`src/rtl/afu_csr_pkg.sv`:
```
// afu_csr_pkg: CCI-P MMIO types, CSR offsets, DFH fields, CTRL bit positions and the partial-write merge helper
package afu_csr_pkg;
  typedef struct packed {
    logic [15:0] address;
    logic [1:0]  length;
    logic [8:0]  tid;
  } t_ccip_c0_ReqMmioHdr;
  typedef struct packed {
    t_ccip_c0_ReqMmioHdr hdr;
    logic [63:0]         data;
    logic                mmioRdValid;
    logic                mmioWrValid;
  } t_if_ccip_c0_Rx;
  typedef struct packed {
    t_if_ccip_c0_Rx c0;
  } t_if_ccip_Rx;
  typedef struct packed {
    logic [8:0] tid;
  } t_ccip_c2_RspMmioHdr;
  typedef struct packed {
    t_ccip_c2_RspMmioHdr hdr;
    logic                mmioRdValid;
    logic [63:0]         data;
  } t_if_ccip_c2_Tx;
  localparam logic [17:0] OFF_DFH      = 18'h00;
  localparam logic [17:0] OFF_AFU_ID_L = 18'h08;
  localparam logic [17:0] OFF_AFU_ID_H = 18'h10;
  localparam logic [17:0] OFF_SCRATCH  = 18'h28;
  localparam logic [17:0] OFF_CTRL     = 18'h30;
  localparam logic [17:0] OFF_BUF_ADDR = 18'h38;
  localparam logic [17:0] OFF_STATUS   = 18'h40;
  localparam logic [3:0]  DFH_TYPE_AFU = 4'h1;
  localparam logic        DFH_EOL      = 1'b1;
  localparam logic [23:0] DFH_NEXT     = 24'h0;
  localparam logic [3:0]  DFH_REV      = 4'h0;
  localparam logic [11:0] DFH_ID       = 12'h0;
  localparam logic [63:0] DFH_VAL      = {DFH_TYPE_AFU, 19'b0, DFH_EOL, DFH_NEXT, DFH_REV, DFH_ID};
  localparam int CTRL_START_BIT = 0;
  localparam int CTRL_CLR_DONE_BIT = 1;
  function automatic logic [63:0] merge_wr(input logic [63:0] cur, input logic [63:0] wdata, input logic len8, input logic hi);
    return len8 ? wdata : hi ? {wdata[31:0], cur[31:0]} : {cur[63:32], wdata[31:0]};
  endfunction
endpackage

```
`src/rtl/afu_mmio_csr.sv`:
```
// afu_mmio_csr: CCI-P MMIO CSR block (DFH, AFU_ID, CTRL, BUF_ADDR, STATUS; SCRATCH at 0x28 under MMIO_SCRATCH_EN) with 2-stage read pipeline; ports clk, rst, rx, c2_tx, start, buf_addr, done_in, busy_in
module afu_mmio_csr
  import afu_csr_pkg::*;
#(
  parameter logic [63:0] AFU_ID_L = 64'h0,
  parameter logic [63:0] AFU_ID_H = 64'h0
) (
  input  logic           clk,
  input  logic           rst,
  input  t_if_ccip_Rx    rx,
  output t_if_ccip_c2_Tx c2_tx,
  output logic           start,
  output logic [63:0]    buf_addr,
  input  logic           done_in,
  input  logic           busy_in
);
  logic [17:0] req_off;
  logic        wr_len8;
  logic        ctrl_wr;
  logic        buf_wr;
  logic        done_sticky;
  logic        s1_valid;
  logic [8:0]  s1_tid;
  logic [17:0] s1_off;
  logic [63:0] scratch;
  logic [63:0] rd_data;
  assign req_off = {rx.c0.hdr.address[15:1], 3'b000};
  assign wr_len8 = rx.c0.hdr.length == 2'd1;
  assign ctrl_wr = rx.c0.mmioWrValid && req_off == OFF_CTRL;
  assign buf_wr  = rx.c0.mmioWrValid && req_off == OFF_BUF_ADDR;
`ifdef MMIO_SCRATCH_EN
  logic scr_wr;
  assign scr_wr = rx.c0.mmioWrValid && req_off == OFF_SCRATCH;
  always_ff @(posedge clk)
    if (rst) scratch <= '0;
    else if (scr_wr) scratch <= merge_wr(scratch, rx.c0.data, wr_len8, rx.c0.hdr.address[0]);
`else
  assign scratch = '0;
`endif
  assign rd_data = s1_off == OFF_DFH      ? DFH_VAL :
                   s1_off == OFF_AFU_ID_L ? AFU_ID_L :
                   s1_off == OFF_AFU_ID_H ? AFU_ID_H :
                   s1_off == OFF_SCRATCH  ? scratch :
                   s1_off == OFF_BUF_ADDR ? buf_addr :
                   s1_off == OFF_STATUS   ? {62'b0, done_sticky, busy_in} : 64'h0;
  always_ff @(posedge clk)
    if (rst) begin
      s1_valid    <= 1'b0;
      s1_tid      <= '0;
      s1_off      <= '0;
      c2_tx       <= '0;
      start       <= 1'b0;
      buf_addr    <= '0;
      done_sticky <= 1'b0;
    end else begin
      s1_valid          <= rx.c0.mmioRdValid;
      s1_tid            <= rx.c0.hdr.tid;
      s1_off            <= req_off;
      c2_tx.mmioRdValid <= s1_valid;
      c2_tx.hdr.tid     <= s1_tid;
      c2_tx.data        <= rd_data;
      start             <= ctrl_wr && rx.c0.data[CTRL_START_BIT];
      if (buf_wr) buf_addr <= merge_wr(buf_addr, rx.c0.data, wr_len8, rx.c0.hdr.address[0]);
      done_sticky       <= done_in || (done_sticky && !(ctrl_wr && rx.c0.data[CTRL_CLR_DONE_BIT]));
    end
endmodule

```
`config.mk`:
```
export PLATFORM = sky130hd
export DESIGN_NAME = afu_mmio_csr
export DESIGN_NICKNAME = d
export VERILOG_FILES = /design/src/rtl/afu_csr_pkg.sv /design/src/rtl/afu_mmio_csr.sv
export SDC_FILE = /design/constraint.sdc
export NUM_CORES = 1
export LEC_CHECK = 0
export CORE_UTILIZATION = 46
export DETAILED_ROUTE_END_ITERATION = 7
export PLACE_DENSITY = 0.95
export SETUP_SLACK_MARGIN = 0.15
export SYNTH_ARGS = -nofsm -noshare
export SYNTH_HDL_FRONTEND = slang
export SYNTH_SLANG_ARGS = --single-unit
```
`constraint.sdc`:
```
create_clock -name clk -period 2.8 [get_ports clk]
set_clock_uncertainty 0.05 [all_clocks]
set_input_delay 0.28 -clock clk [delete_from_list [all_inputs] [get_ports clk]]
set_output_delay 0.28 -clock clk [all_outputs]
set_load 0.02 [all_outputs]
```
==> impl_metrics.env <==
export IMPL_rr_worst_depth=5
export IMPL_diodes=0
export IMPL_timing_hold_ws_ns=0.255
export IMPL_clockBufferDepth=2
export IMPL_yosys_top_cells_area="dfxtp_1 (56%), and2_1 (6.4%), a211oi_2 (6.0%)"
export IMPL_fmax_mhz=424
export IMPL_cts_tree="done"
export IMPL_p_per_area_nw_per_um2=612
export IMPL_layout_common_cells="clkdlybuf4s50_1 (233), dfxtp_1 (165), and2_1 (60)"
export IMPL_crit_chain="or4_1, nor4_4, and2b_1, buf_4, and2_1"
export IMPL_clockRootBuffer="clkbuf_16"
export IMPL_crit_required_ns=3.12
export IMPL_gp_congestion=0.895
export IMPL_die_h_um=115
export IMPL_peakVddDrop_mv=0.428
export IMPL_tightest_slew_ns=0.740
export IMPL_dp_hpwl_um=12900
export IMPL_postSynthAreaPerCell_um2=10.6
export IMPL_ys_seq_elements=165
export IMPL_drt_pass1_iterations=5
export IMPL_place_inst=910
export IMPL_cts_setup_buffers=0
export IMPL_clk_latency_ns=0.43
export IMPL_worstReg2RegStart="s1_off[8]"
export IMPL_slew_headroom=0.507
export IMPL_stdcell_area_um2=8960
export IMPL_layout_worst_path_cycle_share=0.842
export IMPL_layout_drive_gt1_share=0.111
export IMPL_coreArea_um2=12200
export IMPL_routed_wl_um=18700
export IMPL_power_leakage_nw=3.14
export IMPL_cts_resized=0
export IMPL_crit_path_start_kind="flop"
export IMPL_ys_seq_area_frac=0.564
export IMPL_crit_fanout=60
export IMPL_yosysWarnings=0
export IMPL_vias=5426
export IMPL_max_cap_viol_count=0
export IMPL_vias_per_cell=5.76
export IMPL_r2r_slack_ns=0.44
export IMPL_max_stage_delay_ns=0.60
export IMPL_grt_usage=0.286
export IMPL_ant_nets=0
export IMPL_holdCritPathClass="primary input to flop"
export IMPL_finalHoldViolCount=0
export IMPL_wl_per_cell_um=19.8
export IMPL_numCtsBuffers=17
export IMPL_cts_hold_fix_buffers=0
export IMPL_worst_setup_path_end_kind="flop"
export IMPL_synth_top_area_share=0.564
export IMPL_grt_max_degree=67
export IMPL_hold_path_end="s1_off[15]"
export IMPL_post_dp_cell_area_um2=8250
export IMPL_fin_tns_setup_ns=0
export IMPL_grt_pass1_wl_um=28600
export IMPL_final_nets=858
export IMPL_slew_viol_final=0
export IMPL_row_count=40
export IMPL_r2r_end="c2_tx[42]"
export IMPL_grt_overflow=0
export IMPL_antenna_found_initial=0
export IMPL_dieArea_um2=13200
export IMPL_rsz0062_at_grt="false"
export IMPL_die_width_um=115
export IMPL_cts_sinks=165
export IMPL_h_tree_depth=4
export IMPL_port_buffers=235
export IMPL_n_fill_cell=840
export IMPL_finalNonFillerCells=942
export IMPL_worstHoldStart="rst"
export IMPL_synth_cells=551
export IMPL_setup_viol=0
export IMPL_yosys_cell_types_count=39
export IMPL_area_delta_synth_final_pct=52.9
export IMPL_fin_util=0.733
export IMPL_cts_reportedPaths_clkPinSlew_ns=0.06
export IMPL_start_util=0.480
export IMPL_syn_nets=648
export IMPL_final_common_cell="clkdlybuf4s50_1"
export IMPL_hold_path_depth=2
export IMPL_drc=0
export IMPL_crit_start="s1_off[8]"
export IMPL_critPathBufInv=1
export IMPL_grt_pass1_vias=5423
export IMPL_critical_path_class="flop to flop"
export IMPL_crit_path_top_delay_cell="or4_1"
export IMPL_synth_largest_area_cell="dfxtp_1"
export IMPL_drtIter0Drc=526
export IMPL_path_delay_family="simple AND/OR/NAND/NOR gates"
export IMPL_netlist_area_um2=5860
export IMPL_cp_arrival_ns=2.67
export IMPL_fin_crit_ns=2.36
export IMPL_run_status="finished clean"
export IMPL_io_pins=236
-- how the worst max path moves through the flow --
| stage | end | slack, ns | depth (start not counted) |
|---|---|---|---|
| 2_1_floorplan | buf_addr[10] | 0.87 | 5 |
| 3_3_place_gp | buf_addr[31] | 0.26 | 5 |
| 3_5_place_dp | buf_addr[37] | 0.16 | 6 |
| 4_1_cts | c2_tx[42] | 0.46 | 5 |
| 5_1_grt | c2_tx[42] | 0.34 | 5 |
| 6_report | c2_tx[42] | 0.44 | 5 |
-- cell type report --
| cell class | count | area (um^2) | area share |
|---|---|---|---|
| repair buffers | 247 | 2460 | 0.275 |
| clock buffers | 19 | 453 | 0.0506 |
| inverters | 1 | 3.75 | 0.000419 |
| multi-input cells | 329 | 2270 | 0.254 |
| flip-flops and latches | 165 | 3300 | 0.369 |
| clock inverters | 13 | 251 | 0.0281 |
| well taps | 168 | 210 | 0.0235 |
-- registers in the layout, indices dropped and copies added, names as in the netlist --
name	count
s1_off	15
s1_valid	1
c2_tx	74
done_sticky	1
s1_tid	9
buf_addr	64
start	1
-- stage by stage --
| step | worst slack (ns) | total power, mW |
|---|---|---|
| floorplan | 0.872 | 2.58 |
| global placement | 0.258 | 2.77 |
| detailed placement | 0.164 | 2.79 |
| CTS | 0.464 | 5.50 |
| global route | 0.342 | 5.63 |
| finish | 0.441 | 5.48 |
-- report_power, final --
group	switching (mW)	internal (mW)	total, mW
combinational	0.179	0.181	0.360
clock	0.930	1.81	2.74
sequential	0.0126	2.37	2.39
-- Yosys cell counts --
cell type / instances
nand3_1: 1
mux2i_1: 1
inv_1: 1
nor4_4: 2
nand2_1: 3
a22oi_1: 32
or4_4: 3
or4_1: 4
a31oi_1: 32
a21o_1: 1
a211oi_1: 4
and3_1: 2
nand4_1: 32
a211oi_2: 28
buf_6: 7
or4bb_1: 1
or4b_2: 1
nor4_1: 2
and2_1: 60
buf_2: 7
a21oi_1: 34
o21ai_0: 2
a32oi_1: 2
and3b_1: 1
nand2b_1: 1
or2_2: 1
and2b_1: 1
nand4bb_1: 1
o21ba_2: 1
dfxtp_1: 165
o21ai_1: 30
or3b_2: 1
nor2b_1: 37
buf_1: 1
buf_4: 6
nor3_1: 3
nor2_1: 4
a21boi_0: 1
clkbuf_1: 35
-- worst reg2reg max path, cell delays in order, from the launching register on --
cell and delay, ns:
dfxtp_1 0.32, or4_1 0.60, nor4_4 0.44, and2b_1 0.19
buf_4 0.42, and2_1 0.26
-- routing by layer --
layer,track usage,part of all wire,vias to the layer above
met3,0.0891,0.098,68
li1,-,-,2418
met5,0,0,-
met1,0.311,0.35,2588
met4,0.165,0.043,0
met2,0.494,0.51,352
-- kinds of logic (layout without fill, tap and decap cells) --
logic type	Yosys count	count (layout)	synth area share
flops	165	165	0.564
buf+inv	57	280	0.0508
simple gates	161	161	0.180
mux	1	1	0.00171
compound gates	167	167	0.204
(Power assumes the default switching activity.)
